$ cat config.mk
export PLATFORM = sky130hd
export DESIGN_NAME = mem_dumper
export DESIGN_NICKNAME = d
export VERILOG_FILES = /design/src/rtl/mem_dumper_pkg.sv /design/src/rtl/mem_dumper_word_serializer.sv /design/src/rtl/mem_dumper.sv
export SDC_FILE = /design/constraint.sdc
export NUM_CORES = 1
export LEC_CHECK = 0
export ABC_CLOCK_PERIOD_IN_PS = 2000
export CORE_MARGIN = 8
export CORE_UTILIZATION = 50
export DETAILED_ROUTE_END_ITERATION = 8
export PLACE_DENSITY = 0.78
export SLEW_MARGIN = 20
export SYNTH_ARGS = -nofsm -noshare
export SYNTH_HDL_FRONTEND = slang
export SYNTH_SLANG_ARGS = --single-unit
$ cat constraint.sdc
create_clock -name clk -period 2 [get_ports clk]
set_input_delay 0.4 -clock clk [delete_from_list [all_inputs] [get_ports clk]]
set_output_delay 0.4 -clock clk [all_outputs]
set_load 0.01 [all_outputs]
$ cat src/rtl/mem_dumper_pkg.sv
`default_nettype none
// ---------------------------------------------------------------------------
// mem_dumper_pkg : memory access size codes and dumper FSM state encodings
// Rev 1.0
// ---------------------------------------------------------------------------
package mem_dumper_pkg;

  localparam logic [1:0] c_SIZE_BYTE = 2'b01;
  localparam logic [1:0] c_SIZE_HALF = 2'b10;
  localparam logic [1:0] c_SIZE_WORD = 2'b11;

  typedef enum logic [2:0] {
    ST_IDLE = 3'd0,
    ST_READ = 3'd1,
    ST_WAIT = 3'd2,
    ST_SEND = 3'd3,
    ST_DONE = 3'd4
  } state_t;

endpackage
`default_nettype wire

$ cat src/rtl/mem_dumper_word_serializer.sv
`default_nettype none
// ---------------------------------------------------------------------------
// mem_dumper_word_serializer : loads a 32-bit word, shifts it out LSB byte first
// Rev 1.0
// ---------------------------------------------------------------------------
module mem_dumper_word_serializer
  import mem_dumper_pkg::*;
(
  input  logic        clk,
  input  logic        i_rst,
  input  logic        i_load,
  input  logic [31:0] i_word,
  output logic [7:0]  o_tx_data,
  output logic        o_tx_valid,
  input  logic        i_tx_ready,
  output logic        o_last_xfer
);

  logic [31:0] r_shift;
  logic [1:0]  r_idx;
  logic        r_valid;
  logic        w_xfer;

  assign w_xfer = r_valid & i_tx_ready;

  always_ff @(posedge clk) begin
    if (i_rst) begin
      r_shift <= '0;
      r_idx   <= '0;
      r_valid <= 1'b0;
    end else if (i_load) begin
      r_shift <= i_word;
      r_idx   <= '0;
      r_valid <= 1'b1;
    end else if (w_xfer) begin
      // Shifting in zeros leaves o_tx_data at 0 once the word is drained.
      r_shift <= {8'h00, r_shift[31:8]};
      r_idx   <= r_idx + 2'd1;
      if (r_idx == 2'd3) begin
        r_valid <= 1'b0;
      end
    end
  end

  assign o_tx_data   = r_shift[7:0];
  assign o_tx_valid  = r_valid;
  assign o_last_xfer = w_xfer & (r_idx == 2'd3);

endmodule
`default_nettype wire

$ cat src/rtl/mem_dumper.sv
`default_nettype none
// ---------------------------------------------------------------------------
// mem_dumper : reads consecutive memory words and streams them out as bytes
// Rev 1.0
// ---------------------------------------------------------------------------
module mem_dumper
  import mem_dumper_pkg::*;
#(
  parameter int ADDR_WIDTH   = 10,
  parameter int READ_LATENCY = 1
) (
  input  logic                  clk,
  input  logic                  i_rst,
  input  logic                  i_start,
  input  logic [ADDR_WIDTH-1:0] i_base_addr,
  input  logic [ADDR_WIDTH-2:0] i_word_count,
  output logic [ADDR_WIDTH-1:0] o_mem_raddr,
  output logic                  o_mem_ren,
  output logic [1:0]            o_mem_size,
  input  logic [31:0]           i_mem_dout,
  output logic [7:0]            o_tx_data,
  output logic                  o_tx_valid,
  input  logic                  i_tx_ready,
  output logic                  o_busy,
  output logic                  o_done
);

  state_t                r_state;
  logic [ADDR_WIDTH-1:0] r_addr;
  logic [ADDR_WIDTH-2:0] r_remaining;
  logic [ADDR_WIDTH-1:0] r_mem_raddr;
  logic                  r_mem_ren;
  logic                  r_busy;
  logic                  r_done;
  logic                  w_load;
  logic                  w_last_xfer;
  logic [ADDR_WIDTH-1:0] w_base_aligned;
  logic [ADDR_WIDTH-1:0] w_next_addr;

  assign w_base_aligned = i_base_addr & ~ADDR_WIDTH'(3);
  assign w_next_addr    = r_addr + ADDR_WIDTH'(4);

  // Read data is captured in READ for a combinational memory, in WAIT otherwise.
  generate
    if (READ_LATENCY == 0) begin : g_lat0
      assign w_load = (r_state == ST_READ);
    end else begin : g_lat1
      assign w_load = (r_state == ST_WAIT);
    end
  endgenerate

  always_ff @(posedge clk) begin
    if (i_rst) begin
      r_state     <= ST_IDLE;
      r_addr      <= '0;
      r_remaining <= '0;
      r_mem_raddr <= '0;
      r_mem_ren   <= 1'b0;
      r_busy      <= 1'b0;
      r_done      <= 1'b0;
    end else begin
      r_mem_ren <= 1'b0;
      r_done    <= 1'b0;
      case (r_state)
        ST_IDLE: begin
          if (i_start) begin
            r_busy      <= 1'b1;
            r_addr      <= w_base_aligned;
            r_remaining <= i_word_count;
            if (i_word_count == '0) begin
              r_state <= ST_DONE;
              r_done  <= 1'b1;
            end else begin
              r_state     <= ST_READ;
              r_mem_ren   <= 1'b1;
              r_mem_raddr <= w_base_aligned;
            end
          end
        end
        ST_READ: r_state <= (READ_LATENCY == 0) ? ST_SEND : ST_WAIT;
        ST_WAIT: r_state <= ST_SEND;
        ST_SEND: begin
          if (w_last_xfer) begin
            r_addr      <= w_next_addr;
            r_remaining <= r_remaining - 1'b1;
            if (r_remaining == (ADDR_WIDTH-1)'(1)) begin
              r_state <= ST_DONE;
              r_done  <= 1'b1;
            end else begin
              r_state     <= ST_READ;
              r_mem_ren   <= 1'b1;
              r_mem_raddr <= w_next_addr;
            end
          end
        end
        ST_DONE: begin
          r_state <= ST_IDLE;
          r_busy  <= 1'b0;
        end
        default: begin
          r_state <= ST_IDLE;
          r_busy  <= 1'b0;
        end
      endcase
    end
  end

  mem_dumper_word_serializer u_ser (
    .clk         (clk),
    .i_rst       (i_rst),
    .i_load      (w_load),
    .i_word      (i_mem_dout),
    .o_tx_data   (o_tx_data),
    .o_tx_valid  (o_tx_valid),
    .i_tx_ready  (i_tx_ready),
    .o_last_xfer (w_last_xfer)
  );

  assign o_mem_raddr = r_mem_raddr;
  assign o_mem_ren   = r_mem_ren;
  assign o_mem_size  = c_SIZE_WORD;
  assign o_busy      = r_busy;
  assign o_done      = r_done;

endmodule
`default_nettype wire
Word-level counts from Yosys, hierarchy flattened
Cells that the tools add are included.

word-level totals
  flip-flop bits (word level) = 70
  input port bits = 55
  output and inout port bits = 24

operators by class
  add/subtract/negate cells = 3
  reduce and logical (&&, ||, !) cells = 12
  equality and inequality tests = 9
  bitwise gates (word level) = 3
  mux-type cells = 33

operator list
  operator                                                               count
  32-bit 2-to-1 mux                                                      2
  10-bit 2-to-1 mux                                                      6
  10-bit one-hot mux with 2 select lines                                 2
  9-bit 2-to-1 mux                                                       2
  9-bit one-hot mux with 2 select lines                                  1
  1-bit 2-to-1 mux                                                       12
  3-bit 2-to-1 mux                                                       4
  3-bit one-hot mux with 4 select lines                                  1
  10-bit by 3-bit adder with 10-bit output, second input constant        1
  9-bit by 1-bit equality test with 1-bit output, second input constant  1
  9-bit zero test                                                        1
  9-bit by 1-bit subtractor with 9-bit output, second input constant     1
  3-bit by 2-bit equality test with 1-bit output, second input constant  2
  2-bit != test, second input constant                                   3
  1-bit one-hot mux with 2 select lines                                  3
  2-bit AND reduction                                                    3
  2-bit nonzero test                                                     3
  5-bit AND reduction                                                    1
  3-bit by 1-bit equality test with 1-bit output, second input constant  1
  3-bit zero test                                                        1
  3-bit AND reduction                                                    1
  3-bit OR reduction                                                     1
  2-bit by 1-bit adder with 2-bit output, second input constant          1
  1-bit bitwise AND                                                      2
  other kinds (4)                                                        4

Longest topological paths before layout
  depth in word-level cells = 4
  gate-level depth with buffers = 7
  depth with buffers taken out = 7

Cells and area by module
A second synthesis with hierarchy kept.

second synthesis, totals
  cell total of the unflattened synthesis = 414
  area total of the unflattened synthesis = 3,679.8 µm²

modules (own cells, without submodules)
  module                      area each (µm²)  cells an instance  sequential area each (µm²)  instances
  mem_dumper_word_serializer  1,876.8          193                700.7                       1
  mem_dumper                  1,803.0          221                700.7                       1

Least setup slack after synthesis
OpenSTA, ideal clock, no wires.

  path kind = reg2reg
  start point = reg r_remaining[0]
  end point = reg r_remaining[8]
  arrival = 1.550 ns
  slack = 0.322 ns
  setup time = 0.128 ns
  path buffers = 0
  cell stages (with the launch flop) = 8
  clock period less this slack = 1.678 ns
  cells stage by stage = dfxtp_1 inv_1 ha_1 or4b_1 nor4_1 o21ai_0 a222oi_1 nor2_1

between the ends
  cells in the longest elaborated chain, start to end = 3

RTL lines
  element                                      line              text
  from (decl)                                  mem_dumper.sv:30  logic [ADDR_WIDTH-2:0] r_remaining;
  from (signal assigned)                       mem_dumper.sv:69  r_remaining <= i_word_count;
  from (signal assigned)                       mem_dumper.sv:85  r_remaining <= r_remaining - 1'b1;
  9-bit by 1-bit subtractor with 9-bit output  mem_dumper.sv:85
  9-bit 2-to-1 mux                             mem_dumper.sv:83  if (w_last_xfer) begin
  9-bit one-hot mux with 2 select lines        mem_dumper.sv:64  case (r_state)

No other way between the ends. The select of a mux whose other input is x is not followed.
A chain may end at the register's enable or synchronous reset.

Worst setup path in the final report
Same ends and word-level chain as after synthesis.

==> impl_metrics.env <==
export IMPL_status="finished clean"
export IMPL_leakage_nw=1.61
export IMPL_dp_slack_ps=-165
export IMPL_portBuffers=74
export IMPL_required_ps=2200
export IMPL_grt_pass1_vias=2996
export IMPL_cpMaxStageDelayCell="or4b_4"
export IMPL_critical_path_endpoint_type="flop"
export IMPL_ys_ff_latch=70
export IMPL_synth_top_area_cell="dfxtp_1"
export IMPL_fin_worst_skew_ps=8.57
export IMPL_drive_gt1_frac=0.0990
export IMPL_die_y_um=97.8
export IMPL_yosysMostFrequentCell="dfxtp_1"
export IMPL_syn_inst=419
export IMPL_synth_compound_area_frac=0.170
export IMPL_worst_r2r_cell_count=7
export IMPL_wl_per_cell_um=14.9
export IMPL_min_path_cells=2
export IMPL_hp_class="reg -> reg"
export IMPL_boundaryPins=79
export IMPL_drt_wl_total_um=8410
export IMPL_cts_buffers=9
export IMPL_final_setup_viol_count=0
export IMPL_relSlewSlack=0.564
export IMPL_period_share=0.922
export IMPL_nets=539
export IMPL_powerDensity_mw_per_mm2=845
export IMPL_cts_resized=0
export IMPL_core_mm2=0.00664
export IMPL_setup_ws_ps=155
export IMPL_clk_pin_slew_ps=80
export IMPL_synth_cell_types=44
export IMPL_synth_flop_cell="dfxtp_1"
export IMPL_worstPathArrival_ps=2050
export IMPL_fillers=578
export IMPL_slew_violations=0
export IMPL_post_cts_setup_buffers=0
export IMPL_fmax_ghz=0.542
export IMPL_row_count=30
export IMPL_power_w=0.00368
export IMPL_num_vias=3144
export IMPL_clockBufferDepth=2
export IMPL_ys_seq_area_frac=0.419
export IMPL_synthArstFlopShare=0
export IMPL_period_needed_ps=1840
export IMPL_synth_top_family_by_area="simple AND/OR/NAND/NOR gates"
export IMPL_synth_area_mm2=0.00334
export IMPL_hold_buffers=0
export IMPL_clock_root_buffer="clkbuf_8"
export IMPL_grt_pass1_wl_um=14300
export IMPL_cts_tree="yes"
export IMPL_gp_congestion=0.830
export IMPL_maxCapViolCount=0
export IMPL_synth_area_mux_share=0.0210
export IMPL_via_per_inst=5.56
export IMPL_netlist_top_cells_area="dfxtp_1, nand2_1, nor2_1, a311oi_1, nand3_1"
export IMPL_drcViolationCount=0
export IMPL_grt_antenna_before_repair=0
export IMPL_hold_viol=0
export IMPL_worst_slew_pin_slew_ps=654
export IMPL_grt_overflow_total=0
export IMPL_grt_use_total=0.178
export IMPL_die_w_um=97.8
export IMPL_startpoint_type="flop"
export IMPL_worst_path_max_fanout=5
export IMPL_max_stage_delay_ps=500
export IMPL_synth_edf_count=0
export IMPL_detailed_place_hpwl_um=5880
export IMPL_yosysWarnings=0
export IMPL_cts_sinks=70
export IMPL_ir_worst_vdd_mv=0.439
export IMPL_synth_commonest_cells="dfxtp_1, nand2_1, nor2_1"
export IMPL_syn_area_per_cell_um2=7.98
export IMPL_path_cells="inv_1 -> ha_1 -> or4b_4 -> nor4_1 -> o21ai_0 -> a222oi_1 -> nor2_1"
export IMPL_grt_max_degree=57
export IMPL_num_antenna_cells=0
export IMPL_yosysTopAreaCellShare=0.419
export IMPL_ant_nets=0
export IMPL_clock_latency_ps=340
export IMPL_cts_max_level=3
export IMPL_die_area_mm2=0.00956
export IMPL_yosys_area_share_simple=0.279
export IMPL_synthAdderAreaFrac=0.0150
export IMPL_initialDrtViolationCount=218
export IMPL_path_class="reg -> reg"
export IMPL_synthToLayoutAreaGrowth_pct=30.0
export IMPL_dr_pass1_iters=5
export IMPL_start_util=0.503
export IMPL_synth_xor_area_share=0.0183
==> worst max-delay path: cells and delay by family (launching register included) <==
kind                       cells  cell delay (ps)
and+or+nand+nor                3              730
DFF                            1              350
AOI/OAI and AO/OA              2              330
adders and majority gates      1              200
buffers and inverters          1               90
==> report_power, final <==
| group | total, W | switching (W) | internal (W) |
|---|---|---|---|
| registers | 0.00167 | 0.000120 | 0.00155 |
| clock network | 0.00114 | 0.000528 | 0.000613 |
| logic | 0.000868 | 0.000435 | 0.000433 |
==> cell families (layout without fill, tap and decap cells) <==
family | count (synthesis) | count (layout)
compound gates | 82 | 82
other cells | 1 | 2
buf+inv | 50 | 115
simple gates | 198 | 198
flops | 70 | 70
fa+ha+maj | 4 | 4
mux | 7 | 7
xor+xnor | 7 | 7
==> state kept, by name (all words and copies together), names as in the netlist, 2 cells and up <==
signal,count
u_ser.r_shift,32
r_addr,10
r_remaining,9
o_mem_raddr,10
r_state,3
u_ser.r_idx,2
==> path summary, 6_finish.rpt <==
kind	slack (ps)	to	start
max	160	r_remaining[8]	r_remaining[0]
min	450	r_addr[0]	r_addr[0]
max reg2reg	160	r_remaining[8]	r_remaining[0]
min reg2reg	450	r_addr[0]	r_addr[0]
==> cell usage in the layout, fill, tap and decap left out, types with 3 or more instances in the layout <==
cell type and count:
clkdlybuf4s50_1 73, dfxtp_1 69, nand2_1 59, nor2_1 58, nand3_1 40, a21oi_1 28
a311oi_1 24, o21ai_0 17, nor3_1 16, buf_4 16, clkbuf_8 10, mux2i_1 7
inv_1 5, and3_1 5, xor2_1 5, nand3b_1 4, ha_1 4, buf_12 4
nor4_1 3, o41ai_1 3
==> final cells by class <==
class	instances	area, um2	area share
clock inverter	5	57.6	0.0132
inverter	5	18.8	0.00432
multi-input combinational	300	1690	0.389
timing repair buffer	94	936	0.215
clock buffer	11	141	0.0325
tap	80	100	0.0230
sequential	70	1400	0.322
==> per-stage QoR <==
| step | util | instances | area, um2 | hold slack, ps | setup TNS (ps) |
|---|---|---|---|---|---|
| finish | 0.655 | 565 | 4350 | 449 | 0 |
| detailed placement | 0.624 | 549 | 4150 | 441 | -1040 |
| global route | 0.655 | 565 | 4350 | 490 | -1.64 |
| CTS | 0.654 | 565 | 4340 | 452 | 0 |
| global placement | 0.624 | 549 | 4150 | 434 | -818 |
| floorplan | - | 420 | 3350 | 417 | 0 |
==> layer usage <==
metal,part of all wire,track usage,vias up
met2,0.46,0.266,100
li1,-,-,1594
met1,0.47,0.239,1444
met5,0,0,-
met4,0.0090,0.0600,0
met3,0.064,0.0512,6
Note: power is estimated with default switching activity, not from simulation.
